$ cat src/rtl/hlsi_stream_arbiter.sv
// Round-robin arbiter sharing one kernel input stream among NUM_REQ producer streams.
// Grants one source at a time and passes its data/ready/enable handshake straight through.
module hlsi_stream_arbiter #(
  parameter int unsigned NUM_REQ    = 4,
  parameter int unsigned DATA_WIDTH = 32,
  parameter int unsigned MAX_BURST  = 8,
  localparam int unsigned IdW       = (NUM_REQ > 1) ? $clog2(NUM_REQ) : 1
) (
  input  logic                          sys_clk,
  input  logic                          sys_rst,
  input  logic [NUM_REQ*DATA_WIDTH-1:0] req_data,
  input  logic [NUM_REQ-1:0]            req_ready,
  output logic [NUM_REQ-1:0]            req_enable,
  output logic [DATA_WIDTH-1:0]         out_data,
  output logic                          out_ready,
  input  logic                          out_enable,
  output logic                          grant_valid,
  output logic [IdW-1:0]                grant_id
);

  localparam int unsigned CntW = $clog2(MAX_BURST + 1);

  typedef enum logic [0:0] {StIdle, StGrant} state_e;

  state_e          state_q, state_d;
  logic [IdW-1:0]  rr_ptr_q, rr_ptr_d;
  logic [IdW-1:0]  grant_id_q, grant_id_d;
  logic [CntW-1:0] burst_cnt_q, burst_cnt_d;

  logic [DATA_WIDTH-1:0] req_words [NUM_REQ];
  logic                  sel_found;
  logic [IdW-1:0]        sel_idx;
  logic [IdW-1:0]        cand_idx;
  int unsigned           cand;
  logic [IdW-1:0]        next_id;

  for (genvar g = 0; g < NUM_REQ; g++) begin : g_words
    assign req_words[g] = req_data[g*DATA_WIDTH +: DATA_WIDTH];
  end

  // First ready requester at or after rr_ptr, wrapping from NUM_REQ-1 to 0.
  always_comb begin
    sel_found = 1'b0;
    sel_idx   = '0;
    cand      = 0;
    cand_idx  = '0;
    for (int unsigned k = 0; k < NUM_REQ; k++) begin
      cand     = (32'(rr_ptr_q) + k) % NUM_REQ;
      cand_idx = IdW'(cand);
      if (!sel_found && req_ready[cand_idx]) begin
        sel_found = 1'b1;
        sel_idx   = cand_idx;
      end
    end
  end

  assign next_id = (grant_id_q == IdW'(NUM_REQ - 1)) ? '0 : grant_id_q + 1'b1;

  always_ff @(posedge sys_clk) begin
    if (sys_rst) begin
      state_q     <= StIdle;
      rr_ptr_q    <= '0;
      grant_id_q  <= '0;
      burst_cnt_q <= '0;
    end else begin
      state_q     <= state_d;
      rr_ptr_q    <= rr_ptr_d;
      grant_id_q  <= grant_id_d;
      burst_cnt_q <= burst_cnt_d;
    end
  end

  always_comb begin
    state_d     = state_q;
    rr_ptr_d    = rr_ptr_q;
    grant_id_d  = grant_id_q;
    burst_cnt_d = burst_cnt_q;
    case (state_q)
      StIdle: begin
        if (sel_found) begin
          grant_id_d  = sel_idx;
          burst_cnt_d = '0;
          state_d     = StGrant;
        end
      end
      StGrant: begin
        // A source running dry releases even if the kernel is accepting.
        if (!req_ready[grant_id_q]) begin
          state_d     = StIdle;
          rr_ptr_d    = next_id;
          burst_cnt_d = '0;
        end else if (out_enable) begin
          if (burst_cnt_q == CntW'(MAX_BURST - 1)) begin
            state_d     = StIdle;
            rr_ptr_d    = next_id;
            burst_cnt_d = '0;
          end else begin
            burst_cnt_d = burst_cnt_q + 1'b1;
          end
        end
      end
      default: state_d = StIdle;
    endcase
  end

  always_comb begin
    grant_valid = 1'b0;
    out_ready   = 1'b0;
    req_enable  = '0;
    out_data    = req_words[grant_id_q];
    grant_id    = grant_id_q;
    case (state_q)
      StGrant: begin
        grant_valid            = 1'b1;
        out_ready              = req_ready[grant_id_q];
        req_enable[grant_id_q] = out_enable;
      end
      default: ;
    endcase
  end

endmodule

$ cat config.mk
export PLATFORM = sky130hd
export DESIGN_NAME = hlsi_stream_arbiter
export DESIGN_NICKNAME = d
export VERILOG_FILES = /design/src/rtl/hlsi_stream_arbiter.sv
export SDC_FILE = /design/constraint.sdc
export NUM_CORES = 1
export LEC_CHECK = 0
export CORE_AREA = 10 10 99 79
export DETAILED_ROUTE_END_ITERATION = 8
export DIE_AREA = 0 0 109 89
export MAX_ROUTING_LAYER = met4
export PLACE_DENSITY = 0.78
export SYNTH_ARGS = -nofsm -noshare
export SYNTH_HDL_FRONTEND = slang
export SYNTH_SLANG_ARGS = --single-unit
$ cat constraint.sdc
create_clock -name sys_clk -period 1.58 [get_ports sys_clk]
set_input_delay 0.316 -clock sys_clk [delete_from_list [all_inputs] [get_ports sys_clk]]
set_output_delay 0.316 -clock sys_clk [all_outputs]
set_load 0.01 [all_outputs]
Word level (Yosys, flattened, before mapping)
Index checks and enable logic that the tools add are counted.

Bits in read-only memories: 0. Latch bits: 0. Bits of input ports: 135. Logic and storage cells: 75. Bits in writable memories: 0. Memories: 0. Register bits: 9.

Muxes and demuxes: 40. Magnitude comparators: 7. Shift-type cells: 0. Div/mod/pow operators: 0. Add/sub/neg operators: 5. Eq/ne operators: 6. Bitwise logic cells: 3. Multipliers: 0. Reductions and logical operators: 10.

Operator list (number): $bmux W32 S2 (1); $mux W32 (2); $mux W4 (5); $mux W1 (16); $mux W2 (8); $lt A2 B3 Y1 const B (5); $bmux W1 S2 (5); $pmux W4 S2 (1); $add A2 B1 Y2 const B (2); $add A2 B2 Y2 const B (2); $add A4 B1 Y4 const B (1); $and A4 B4 Y4 (1); $eq A4 B3 Y1 const B (1); $logic_and A1 B1 Y1 (4); $ne A2 B2 Y1 const B (2); $reduce_and A2 Y1 (2); $ge A3 B3 Y1 const B (1); $logic_not A1 Y1 (3); $ne A3 B3 Y1 const B (1); $not A2 Y3 (1); $reduce_and A3 Y1 (1); $demux W1 S2 (1); $eq A2 B2 Y1 const B (1); $ge A2 B1 Y1 const B (1); 3 further kinds (3).

Depth between registers and ports, before layout
Word-level depth: 14. Depth in mapped cells: 6. Depth with buffers taken out: 5.

Least setup slack after synthesis
OpenSTA, ideal clock, no wires.

Kind: register -> output. Start point: register grant_id_q[0], in the netlist grant_id[0]. End point: output port out_data[10]. Setup slack: -0.172 ns. Data required time: 1.264 ns. Arrival time: 1.436 ns. Stages on the path, launching flop included: 4. Buffers on the path: 2. Path through: dfxtp_1 -> buf_6 -> buf_2 -> mux4_2.

Word-level cells in the longest chain between the ends: 4.

Ends and longest elaborated chain: from (decl) (RTL line 27) `logic [IdW-1:0] grant_id_q, grant_id_d;`; from (signal assigned) (RTL line 68) `grant_id_q <= grant_id_d;`; $not A2 Y3 (not written as such) (RTL line 110) `out_data = req_words[grant_id_q];`; $bmux W32 S2 (RTL line 110); $mux W32 (not written as such) (2 in series) (RTL line 110); to (decl) (RTL line 14) `output logic [DATA_WIDTH-1:0] out_data,`.

Every way passes these cells. The select of a mux whose other input is x is not followed.

Final worst setup path
Start point: register grant_id_q[0], in the netlist grant_id[0]. End point: output port out_data[12].

Same word-level chain as after synthesis.

==> flow_summary.yaml <==
run_status:
  status: "finished, violations left"
  violations: "setup timing"
routing:
  wl_per_cell_um: 20.8
  wl_mm: 8.23
  drt-pass1-iter-count: 4
  dr_wl_met3_um: 694
  drc: 0
  drt-met1-wl_mm: 3.14
  final_antenna_net_count: 0
  vias_per_cell: 4.72
  first_iter_violations: 35
  met2_wirelength_mm: 4.36
  vias: 1870
  top_layer: "met4"
pwr:
  power_mw: 1.74
  p_sw_share_pct: 28.9
  p_sw_mw: 0.501
  irDropWorstVdd_uv: 461
  power_frac_seq_pct: 14.7
  comb_power_share_pct: 69.6
  p_int_mw: 1.23
  power_leakage_nw: 1.48
  power_density_nw_per_um2: 458
  clkPwrFrac_pct: 15.6
hold_path:
  worstHoldPathCells: 1
  hold_class: "flop to flop"
  worst_hold_startpoint: "burst_cnt_q[3]$_SDFFE_PP0P_"
synth:
  yosys.area_share.simple_pct: 8.16
  synth_compound_area_share_pct: 11.4
  synth_fa_ha_area_share_pct: 4.53
  yosys_warnings: 0
  synth_top_family_by_area: "multiplexers"
  synthXorXnorAreaFrac_pct: 0
  syn-num-nets: 251
  ys.flop_type: "dfxtp_1"
  synth-async-reset-ratio_pct: 0
  muxShareOfSynthArea_pct: 56.4
  synthDistinctLibCells: 37
  syn_area_um2: 1380
  ys_seq_elements: 9
  synth_edf_count: 0
  synth-seq-area-share_pct: 13.1
  syn_inst: 111
  syn_avg_cell_area_um2: 12.4
critical_path:
  path_depth: 4
  required_ns: 1.26
  crit_family: "multiplexers"
  startpoint_type: "flop"
  crit_type: "flop to primary output"
  rr_startpoint: "grant_id[0]$_SDFFE_PP0P_"
  end_kind: "primary output"
  critPathSlowestCell: "mux4_2"
  cp_cell_sequence: "buf_6 -> buf_12 -> mux4_2 -> buf_6"
  r2r_cells: 6
  cp_num_buf_inv: 3
  crit_path_max_incr_delay_ns: 0.52
  cp_common_cell: "buf_6"
  crit_arrival_ns: 1.54
  crit_path_max_fanout: 7
  crit_start: "grant_id[0]$_SDFFE_PP0P_"
run:
  maxCapViolations: 0
sta:
  setup_viol: 43
  final-max-slew-violation-count: 0
  rsz0062_at_grt: "true"
  finalHoldViolations: 0
  fin_skew_ns: 0.0109
  period_needed_ns: 1.86
  fin_ws_ns: -0.281
  slew_headroom_pct: 83.8
  hold_slack_ns: 0.494
  tightestPinTransition_ns: 0.243
  fin_crit_sh_pct: 118
  fmax_mhz: 537
clocking:
  numCtsBuffers: 3
  path_clk_slew_ns: 0.05
  ctsHoldBuffers: 0
  cts_max_path_buffers: 2
  h-tree-depth: 1
  cts_tree: "built"
  clock-sinks: 9
  clk_latency_ns: 0.24
  cts_root_buffer: "clkbuf_8"
layout:
  final_nets: 456
  final_cell_mix: "clkdlybuf4s50_1, buf_6, mux4_2"
  layout-drive-gt1-share_pct: 41.6
  antennaDiodeCount: 0
  synthToLayoutAreaGrowth_pct: 175
  layout_commonest_cell: "clkdlybuf4s50_1"
floorplan:
  die-area_um2: 9700
  pin_count: 175
  coreArea_um2: 6040
  die_x_um: 109
  die_h_um: 89
  start_util_pct: 22.9
  rows: 25
global_routing:
  grt_overflow: 0
  grt_pass1_wl_mm: 12.3
  antenna_found_initial: 0
  grtUsageTotal_pct: 16.9
  grt_max_degree: 15
  grt_pass1_vias: 2058
place:
  io_buffers: 174
  gp_congestion: 0.794
  dp_worst_setup_slack_ns: -0.613
  hpwl_mm: 7.02
==> sequential cells by signal (all words and copies together) (netlist names) <==
register,count
burst_cnt_q,4
state_q,1
grant_id,2
rr_ptr_q,2
==> per-layer routing <==
layer / up-vias / GRT usage [%]
li1: 880 / -
met1: 897 / 17.8
met2: 89 / 31.9
met3: 4 / 4.68
met4: 0 / 1.55
met5: - / -
==> through the flow <==
step / area [µm²] / setup TNS [ns] / cells / utilization [%]
after global placement: 3420 / -17.21 / 382 / 56.7
after detailed placement: 3420 / -17.81 / 382 / 56.7
final: 3790 / -9.04 / 396 / 62.8
after CTS: 3570 / -8.84 / 393 / 59.2
after floorplan: 1400 / -0.0159 / 111 / -
after global routing: 3790 / -11.13 / 396 / 62.8
==> path summary, 6_finish.rpt <==
| check | to | slack, ns |
|---|---|---|
| hold reg to reg | burst_cnt_q[3]$_SDFFE_PP0P_ | 0.49 |
| setup / recovery | out_data[12] | -0.28 |
| setup reg to reg | rr_ptr_q[1]$_SDFFE_PP0P_ | -0.15 |
| hold / removal | burst_cnt_q[3]$_SDFFE_PP0P_ | 0.49 |
==> cells by family (layout without fill, tap and decap cells) <==
| family | Yosys count | in the layout |
|---|---|---|
| fa+ha+maj | 5 | 5 |
| simple gates | 20 | 20 |
| buf+inv | 20 | 224 |
| mux | 36 | 36 |
| flops | 9 | 9 |
| compound gates | 21 | 21 |
==> power by group through the flow <==
stage	Combinational (mW)	Clock, mW	Sequential [mW]
2_1_floorplan	0.390	0	0.256
3_3_place_gp	1.06	0	0.263
3_5_place_dp	1.07	0	0.263
4_1_cts	1.11	0.270	0.254
5_1_grt	1.28	0.290	0.258
6_report	1.21	0.271	0.256
==> synthesized netlist by cell type, drive strengths merged (3+ instances only) <==
cell type | count | area share, %
and3 | 4 | 1.8
clkbuf | 3 | 0.82
dfxtp | 9 | 13
inv | 10 | 2.7
nand2 | 5 | 1.5
buf | 7 | 2.9
a21oi | 5 | 1.8
mux4 | 33 | 54
o21ai | 3 | 1.4
ha | 5 | 4.5
==> timing repair <==
| action | in CTS | in global routing |
|---|---|---|
| endpoints found under the setup margin | 47 | 45 |
| gates resized for setup | 198 | 44 |
| pin swaps | 6 | 3 |
| cloned | 2 | 0 |
| setup buffers | 6 | 3 |
==> cell type report <==
| type | instances | area (µm²) |
|---|---|---|
| clock buffer | 3 | 41.3 |
| clock inverter | 1 | 5.00 |
| fill | 482 | 2250 |
| inverter | 10 | 47.5 |
| multi-input combinational | 82 | 1230 |
| sequential | 9 | 185 |
| tap | 81 | 101 |
| timing repair buffer | 210 | 2180 |
No activity file was read; power rests on OpenSTA's default activity.
